$ cat config.mk
export PLATFORM = sky130hd
export DESIGN_NAME = fp_mult_iter
export DESIGN_NICKNAME = d
export VERILOG_FILES = /design/src/rtl/fp_mult_iter.sv
export SDC_FILE = /design/constraint.sdc
export NUM_CORES = 1
export LEC_CHECK = 0
export ABC_AREA = 1
export BUFFER_PORTS_ARGS = -buffer_cell sky130_fd_sc_hd__buf_4
export CAP_MARGIN = 10
export CORE_AREA = 2 2 152 154
export DETAILED_ROUTE_END_ITERATION = 8
export DIE_AREA = 0 0 154 156
export PLACE_DENSITY = 0.65
export SYNTH_ARGS = -nofsm -noshare
export SYNTH_HDL_FRONTEND = slang
export SYNTH_SLANG_ARGS = --single-unit
$ cat constraint.sdc
create_clock -name clk -period 6.4 [get_ports clk]
set_input_delay 0.64 -clock clk [delete_from_list [all_inputs] [get_ports clk]]
set_output_delay 0.64 -clock clk [all_outputs]
set_load 0.01 [all_outputs]
$ cat src/rtl/fp_mult_iter.sv
// Iterative IEEE-754-style multiplier: radix-2 shift-add significand product,
// RNE rounding, flush-to-zero range handling and valid/ready on both sides.
module fp_mult_iter #(
    parameter int EXP_W = 8,
    parameter int MAN_W = 23
) (
    input  logic                     clk,
    input  logic                     rst,
    input  logic                     in_valid,
    output logic                     in_ready,
    input  logic [EXP_W+MAN_W:0]     in_a,
    input  logic [EXP_W+MAN_W:0]     in_b,
    output logic                     out_valid,
    input  logic                     out_ready,
    output logic [EXP_W+MAN_W:0]     out_result,
    output logic [3:0]               out_flags
);

    localparam int W     = EXP_W + MAN_W + 1;
    localparam int SIG_W = MAN_W + 1;
    localparam int P_W   = 2 * SIG_W;
    localparam int E_W   = EXP_W + 2;
    localparam int CNT_W = $clog2(MAN_W + 2);
    localparam int BIAS  = (1 << (EXP_W - 1)) - 1;

    localparam logic signed [E_W-1:0] EXP_MAX  = E_W'((1 << EXP_W) - 1);
    localparam logic signed [E_W-1:0] EXP_ZERO = '0;
    localparam logic [CNT_W-1:0]      CNT_LAST = CNT_W'(MAN_W);
    localparam logic [CNT_W-1:0]      CNT_SAT  = CNT_W'(MAN_W + 1);

    typedef enum logic [2:0] {
        S_IDLE,
        S_MUL,
        S_NORM,
        S_ROUND,
        S_DONE
    } state_t;

    state_t state, state_next;

    // Operand fields
    logic             a_sign, b_sign;
    logic [EXP_W-1:0] a_exp, b_exp;
    logic [MAN_W-1:0] a_frac, b_frac;
    logic             a_nan, b_nan, a_inf, b_inf, a_zero, b_zero;
    logic             is_special;
    logic [W-1:0]     spec_result;
    logic [3:0]       spec_flags;
    logic             accept;
    logic             res_sign;
    logic signed [E_W-1:0] exp_in;

    // Datapath registers
    logic                  sign_q;
    logic                  special_q;
    logic signed [E_W-1:0] exp_q;
    logic [SIG_W-1:0]      mcand;
    logic [SIG_W-1:0]      mplier;
    logic [P_W-1:0]        acc;
    logic [CNT_W-1:0]      cnt;
    logic [MAN_W-1:0]      frac_q;
    logic                  guard_q;
    logic                  sticky_q;

    // Combinational step results
    logic [SIG_W:0]        add_sum;
    logic [MAN_W-1:0]      norm_frac;
    logic                  norm_guard;
    logic                  norm_sticky;
    logic                  rnd_inc;
    logic [MAN_W:0]        frac_sum;
    logic                  rnd_carry;
    logic [MAN_W-1:0]      rnd_frac;
    logic signed [E_W-1:0] rnd_exp;
    logic                  inexact;
    logic [W-1:0]          rnd_result;
    logic [3:0]            rnd_flags;

    assign in_ready  = (state == S_IDLE) && !rst;
    assign out_valid = (state == S_DONE);
    assign accept    = in_valid && in_ready;

    assign a_sign   = in_a[W-1];
    assign b_sign   = in_b[W-1];
    assign a_exp    = in_a[W-2:MAN_W];
    assign b_exp    = in_b[W-2:MAN_W];
    assign a_frac   = in_a[MAN_W-1:0];
    assign b_frac   = in_b[MAN_W-1:0];
    assign res_sign = a_sign ^ b_sign;
    assign exp_in   = $signed({2'b00, a_exp}) + $signed({2'b00, b_exp}) - $signed(E_W'(BIAS));

    always_comb begin
        a_nan  = (a_exp == {EXP_W{1'b1}}) && (a_frac != '0);
        b_nan  = (b_exp == {EXP_W{1'b1}}) && (b_frac != '0);
        a_inf  = (a_exp == {EXP_W{1'b1}}) && (a_frac == '0);
        b_inf  = (b_exp == {EXP_W{1'b1}}) && (b_frac == '0);
        a_zero = (a_exp == '0);
        b_zero = (b_exp == '0);

        is_special  = 1'b1;
        spec_result = '0;
        spec_flags  = '0;
        if (a_nan || b_nan || (a_inf && b_zero) || (a_zero && b_inf)) begin
            spec_result = {1'b0, {EXP_W{1'b1}}, 1'b1, {(MAN_W-1){1'b0}}};
            spec_flags  = 4'b1000;
        end else if (a_inf || b_inf) begin
            spec_result = {res_sign, {EXP_W{1'b1}}, {MAN_W{1'b0}}};
        end else if (a_zero || b_zero) begin
            spec_result = {res_sign, {(W-1){1'b0}}};
        end else begin
            is_special = 1'b0;
        end
    end

    // Carry of the upper-half add becomes the new MSB after the right shift.
    assign add_sum = {1'b0, acc[P_W-1:SIG_W]} + (mplier[0] ? {1'b0, mcand} : '0);

    always_comb begin
        if (acc[P_W-1]) begin
            norm_frac   = acc[P_W-2:SIG_W];
            norm_guard  = acc[SIG_W-1];
            norm_sticky = |acc[SIG_W-2:0];
        end else begin
            norm_frac   = acc[P_W-3:SIG_W-1];
            norm_guard  = acc[SIG_W-2];
            norm_sticky = |acc[SIG_W-3:0];
        end
    end

    // Hidden bit is always set after NORM, so a fraction carry means 2.0 -> 1.0.
    always_comb begin
        rnd_inc   = guard_q & (sticky_q | frac_q[0]);
        frac_sum  = {1'b0, frac_q} + {{MAN_W{1'b0}}, rnd_inc};
        rnd_carry = frac_sum[MAN_W];
        rnd_frac  = rnd_carry ? '0 : frac_sum[MAN_W-1:0];
        rnd_exp   = exp_q + $signed({{(E_W-1){1'b0}}, rnd_carry});
        inexact   = guard_q | sticky_q;

        rnd_result = {sign_q, rnd_exp[EXP_W-1:0], rnd_frac};
        rnd_flags  = {3'b000, inexact};
        if (rnd_exp >= EXP_MAX) begin
            rnd_result = {sign_q, {EXP_W{1'b1}}, {MAN_W{1'b0}}};
            rnd_flags  = 4'b0101;
        end else if (rnd_exp <= EXP_ZERO) begin
            rnd_result = {sign_q, {(W-1){1'b0}}};
            rnd_flags  = 4'b0011;
        end
    end

    always_ff @(posedge clk or posedge rst) begin
        if (rst) begin
            state <= S_IDLE;
        end else begin
            state <= state_next;
        end
    end

    // Specials pass through ROUND so every result spends a cycle before DONE.
    always_comb begin
        state_next = state;
        case (state)
            S_IDLE:  if (accept) state_next = is_special ? S_ROUND : S_MUL;
            S_MUL:   if (cnt == CNT_LAST) state_next = S_NORM;
            S_NORM:  state_next = S_ROUND;
            S_ROUND: state_next = S_DONE;
            S_DONE:  if (out_ready) state_next = S_IDLE;
            default: state_next = S_IDLE;
        endcase
    end

    always_ff @(posedge clk or posedge rst) begin
        if (rst) begin
            sign_q     <= 1'b0;
            special_q  <= 1'b0;
            exp_q      <= '0;
            mcand      <= '0;
            mplier     <= '0;
            acc        <= '0;
            cnt        <= '0;
            frac_q     <= '0;
            guard_q    <= 1'b0;
            sticky_q   <= 1'b0;
            out_result <= '0;
            out_flags  <= '0;
        end else begin
            case (state)
                S_IDLE: begin
                    if (accept) begin
                        sign_q    <= res_sign;
                        special_q <= is_special;
                        exp_q     <= exp_in;
                        mcand     <= {1'b1, a_frac};
                        mplier    <= {1'b1, b_frac};
                        acc       <= '0;
                        cnt       <= '0;
                        if (is_special) begin
                            out_result <= spec_result;
                            out_flags  <= spec_flags;
                        end
                    end
                end
                S_MUL: begin
                    acc    <= {add_sum, acc[SIG_W-1:1]};
                    mplier <= mplier >> 1;
                    if (cnt != CNT_SAT) cnt <= cnt + 1'b1;
                end
                S_NORM: begin
                    frac_q   <= norm_frac;
                    guard_q  <= norm_guard;
                    sticky_q <= norm_sticky;
                    exp_q    <= exp_q + $signed({{(E_W-1){1'b0}}, acc[P_W-1]});
                end
                S_ROUND: begin
                    if (!special_q) begin
                        out_result <= rnd_result;
                        out_flags  <= rnd_flags;
                    end
                end
                default: ;
            endcase
        end
    end

endmodule

==> metrics <==
outcome=finished, final reports clean; top cells by area, synth=sky130_fd_sc_hd__dfrtp_1 40%, sky130_fd_sc_hd__nand2_1 16%, sky130_fd_sc_hd__inv_1 5.9%, sky130_fd_sc_hd__nor2_1 5.5%, sky130_fd_sc_hd__ha_1 5.3%; latest clock arrival within the worst-skew pair=430 ps; largest fanout on the critical path=21; max-cap check violation count=0; wire length after detailed routing=27.38 mm; FMAX=0.2702 GHz; flip-flop and latch count after synthesis=177; IO buf count=105; count of inserted antenna diode cells=0; end of the worst hold path=mcand[14]; design internal power=3.051 mW; clock buffer depth=2; instance count along the most critical hold path=3; maximum number of pins on one net before global-route repair=108; via total after detailed routing=10010; proportion of synthesized chip area in sequential cells=40.25%; Data required, critical path=6770 ps; initial drt markers=678; global-route wire length before repair=46.74 mm; most common flop cell mapped by yosys=sky130_fd_sc_hd__dfrtp_1; gr ovfl total=0; final count of negative-setup-slack endpoints=0; number of buffers created by CTS=17; combinational family with the most area after synthesis=simple AND/OR/NAND/NOR gates; Layout Skew=12.41 ps; area of the die=24020 um2; count of different cell masters after synthesis=50; Detail Placement HPWL=20.52 mm; synthesis warning total=0; level count of the clock H-tree=4; Sw Share=47.23%; transition time of the tightest slew-check pin=984.3 ps; worst-case headroom to the max-slew limit=34.38%; top-count cell post-synth=sky130_fd_sc_hd__nand2_1; DR WL/cell=14.34 um; simple-gate area share of the yosys netlist=30.27%; core footprint=22370 um2; r2r setup slk=2700 ps; number of detailed-routing iterations run before antenna repair=6; Compound-Gate Fraction of Synth Area=13.95%; Clock transition at path regs=80 ps; post-layout net count=1729; remaining routing DRC violations=0; fraction of synthesized cell area taken by the top area cell type=40.25%; pins over their slew limit=0; Worst Setup Path Type=reg -> reg; startpoint of the worst-slack reg-to-reg timing path=sticky_q; cell type with the largest total area after synthesis=sky130_fd_sc_hd__dfrtp_1; portion of the clock cycle consumed by the worst path in the final layout=57.83%; All-Layer GR Usage=23.74%; setup fix buffers added after clock tree synthesis=0; number of cells on the worst reg-to-reg path=20; initial antenna violation count=0; end of the worst register-to-register path=out_result[1]; DIE WIDTH=154 um; part of the power in registers=34.3%; leakage power total=6.341 nW; cell area after placement=11980 um2; number of global-route vias before repair=9413; number of synthesized flops with an enable pin=0; clock sink count=177; number of gates resized after CTS=0; mux share of post-synthesis cell area=0%; number of antenna-violating nets in the routed design=0; synthesized-area fraction occupied by xor and xnor cells=1.524%; part of the total power dissipated in combinational logic=48.2%; fraction of layout cells with a size suffix above 1=11.26%; total power density per cell area=461.0 nW/um2; count of pins on the block boundary=106; most instantiated cells after synthesis=478 x sky130_fd_sc_hd__nand2_1, 177 x sky130_fd_sc_hd__dfrtp_1, 174 x sky130_fd_sc_hd__inv_1; Root Buffer=sky130_fd_sc_hd__clkbuf_16; Design Area, Final=12540 um2; Mean Syn Cell Area=7.178 um2; RSZ-0062 raised after global routing=false; final hold violation count=0; Area Growth Syn to Fin=13.96%; hold bufs inserted after CTS=0; NetSw=2.730 mW; gp weighted congestion=0.8974; endpoint class of the critical path=flop; setup_tns=0 ps; fraction of the mapped netlist area in adder cells=5.708%; power share of the clock group=17.5%; arrival time reported for the critical path endpoint=4070 ps; Worst setup SP type=flop; number of vias per cell=5.240; proportion of synthesized flip-flops having asynchronous set or reset=100.0%; starting density of the core=49.20%; mapped cell area=11000 um2; Min-Delay Startpoint=in_a[14]; Post-Synthesis Net Count=1650; Mapped Cells=1533; number of rows in the core area=55; post-layout min period=3701 ps; floorplan die height=156 um; CTS tree=done; path category of the worst min-delay check=in -> reg; Worst VDD drop=199.9 uV
==> layout make-up <==
cell class	instances	area [um2]
clock buffer	18	439.2
clock inverter	14	120.1
fill	2189	9824
inverter	181	684.4
multi-input combinational	1123	5670
sequential	177	4429
tap	285	356.6
timing repair buffer	112	840.8
==> power by group through the flow <==
stage | Clock [mW] | Combinational (mW) | Sequential, mW
finish | 1.01 | 2.79 | 1.98
detailed placement | 0 | 2.78 | 2.00
global placement | 0 | 2.76 | 1.98
CTS | 1.04 | 2.79 | 1.98
floorplan | 0 | 2.15 | 1.88
global route | 1.08 | 3.20 | 2.05
==> worst max-delay path by stage <==
stage	depth (start not counted)	startpoint	end
after floorplan	1	rst	acc[0]
after global placement	20	sticky_q	out_result[15]
after detailed placement	20	sticky_q	out_result[1]
after CTS	20	sticky_q	out_result[1]
after global routing	20	sticky_q	out_result[14]
final	20	sticky_q	out_result[1]
==> layout by cell type (no fill, tap or decap), types with 15 or more instances in the layout <==
master and n:
sky130_fd_sc_hd__a21oi_1 46, sky130_fd_sc_hd__a31oi_1 30, sky130_fd_sc_hd__buf_4 112, sky130_fd_sc_hd__clkbuf_16 17
sky130_fd_sc_hd__dfrtp_1 177, sky130_fd_sc_hd__ha_1 47, sky130_fd_sc_hd__inv_1 173, sky130_fd_sc_hd__nand2_1 477
sky130_fd_sc_hd__nand3_1 74, sky130_fd_sc_hd__nand4_1 27, sky130_fd_sc_hd__nor2_1 160, sky130_fd_sc_hd__nor3_1 15
sky130_fd_sc_hd__o211ai_1 27, sky130_fd_sc_hd__o21ai_0 84, sky130_fd_sc_hd__o21ai_1 22, sky130_fd_sc_hd__o22ai_1 29
==> worst max-delay path: stages (launching register included) <==
cell and delay [ps]:
sky130_fd_sc_hd__dfrtp_1 350, sky130_fd_sc_hd__inv_1 60, sky130_fd_sc_hd__a21oi_1 140, sky130_fd_sc_hd__ha_1 180, sky130_fd_sc_hd__nand2_1 60, sky130_fd_sc_hd__nor2_1 260, sky130_fd_sc_hd__nand4_1 190, sky130_fd_sc_hd__nor3_1 170
sky130_fd_sc_hd__nand4_1 100, sky130_fd_sc_hd__nor3_1 370, sky130_fd_sc_hd__ha_1 270, sky130_fd_sc_hd__nand2_2 120, sky130_fd_sc_hd__nor2_8 170, sky130_fd_sc_hd__nand3_2 140, sky130_fd_sc_hd__xor2_4 330, sky130_fd_sc_hd__nand2_4 120
sky130_fd_sc_hd__inv_2 280, sky130_fd_sc_hd__nand3_1 110, sky130_fd_sc_hd__nor2_1 110, sky130_fd_sc_hd__nand2_1 60, sky130_fd_sc_hd__nand2_1 70
==> layer usage <==
layer | GRT usage [%] | part of all wire (%) | vias to the layer above
met4 | 5.296 | 1.1 | 0
met1 | 35.10 | 51 | 4579
met5 | 0 | 0 | -
met2 | 37.45 | 44 | 239
met3 | 2.944 | 4.2 | 23
li1 | - | - | 5167
==> registers in the layout, summed over array words and instances (netlist names), 3 cells and up <==
register / count
cnt: 5
out_flags: 4
frac_q: 23
out_result: 32
exp_q: 10
state: 3
mcand: 24
acc: 48
mplier: 24
==> stage by stage <==
stage | utilization (%) | power, mW | instances | hold slack [ps] | setup WS, ps
6_report | 56.07 | 5.781 | 1910 | 403.8 | 2699
5_1_grt | 56.07 | 6.331 | 1910 | 405.4 | 2288
4_1_cts | 56.07 | 5.805 | 1910 | 391.9 | 2703
3_5_place_dp | 53.57 | 4.774 | 1878 | 460.4 | 2716
3_3_place_gp | 53.57 | 4.735 | 1878 | 453.3 | 2904
2_1_floorplan | - | 4.025 | 1533 | 439.4 | 958.1
==> cell families after synthesis <==
kind of cell | Yosys count
XOR/XNOR | 17
buffers and inverters | 233
AO/OA/AOI/OAI | 264
adder cells (fa/ha/maj) | 49
flip-flops | 177
AND/OR/NAND/NOR | 793
Power figures use the tool's default switching activity.
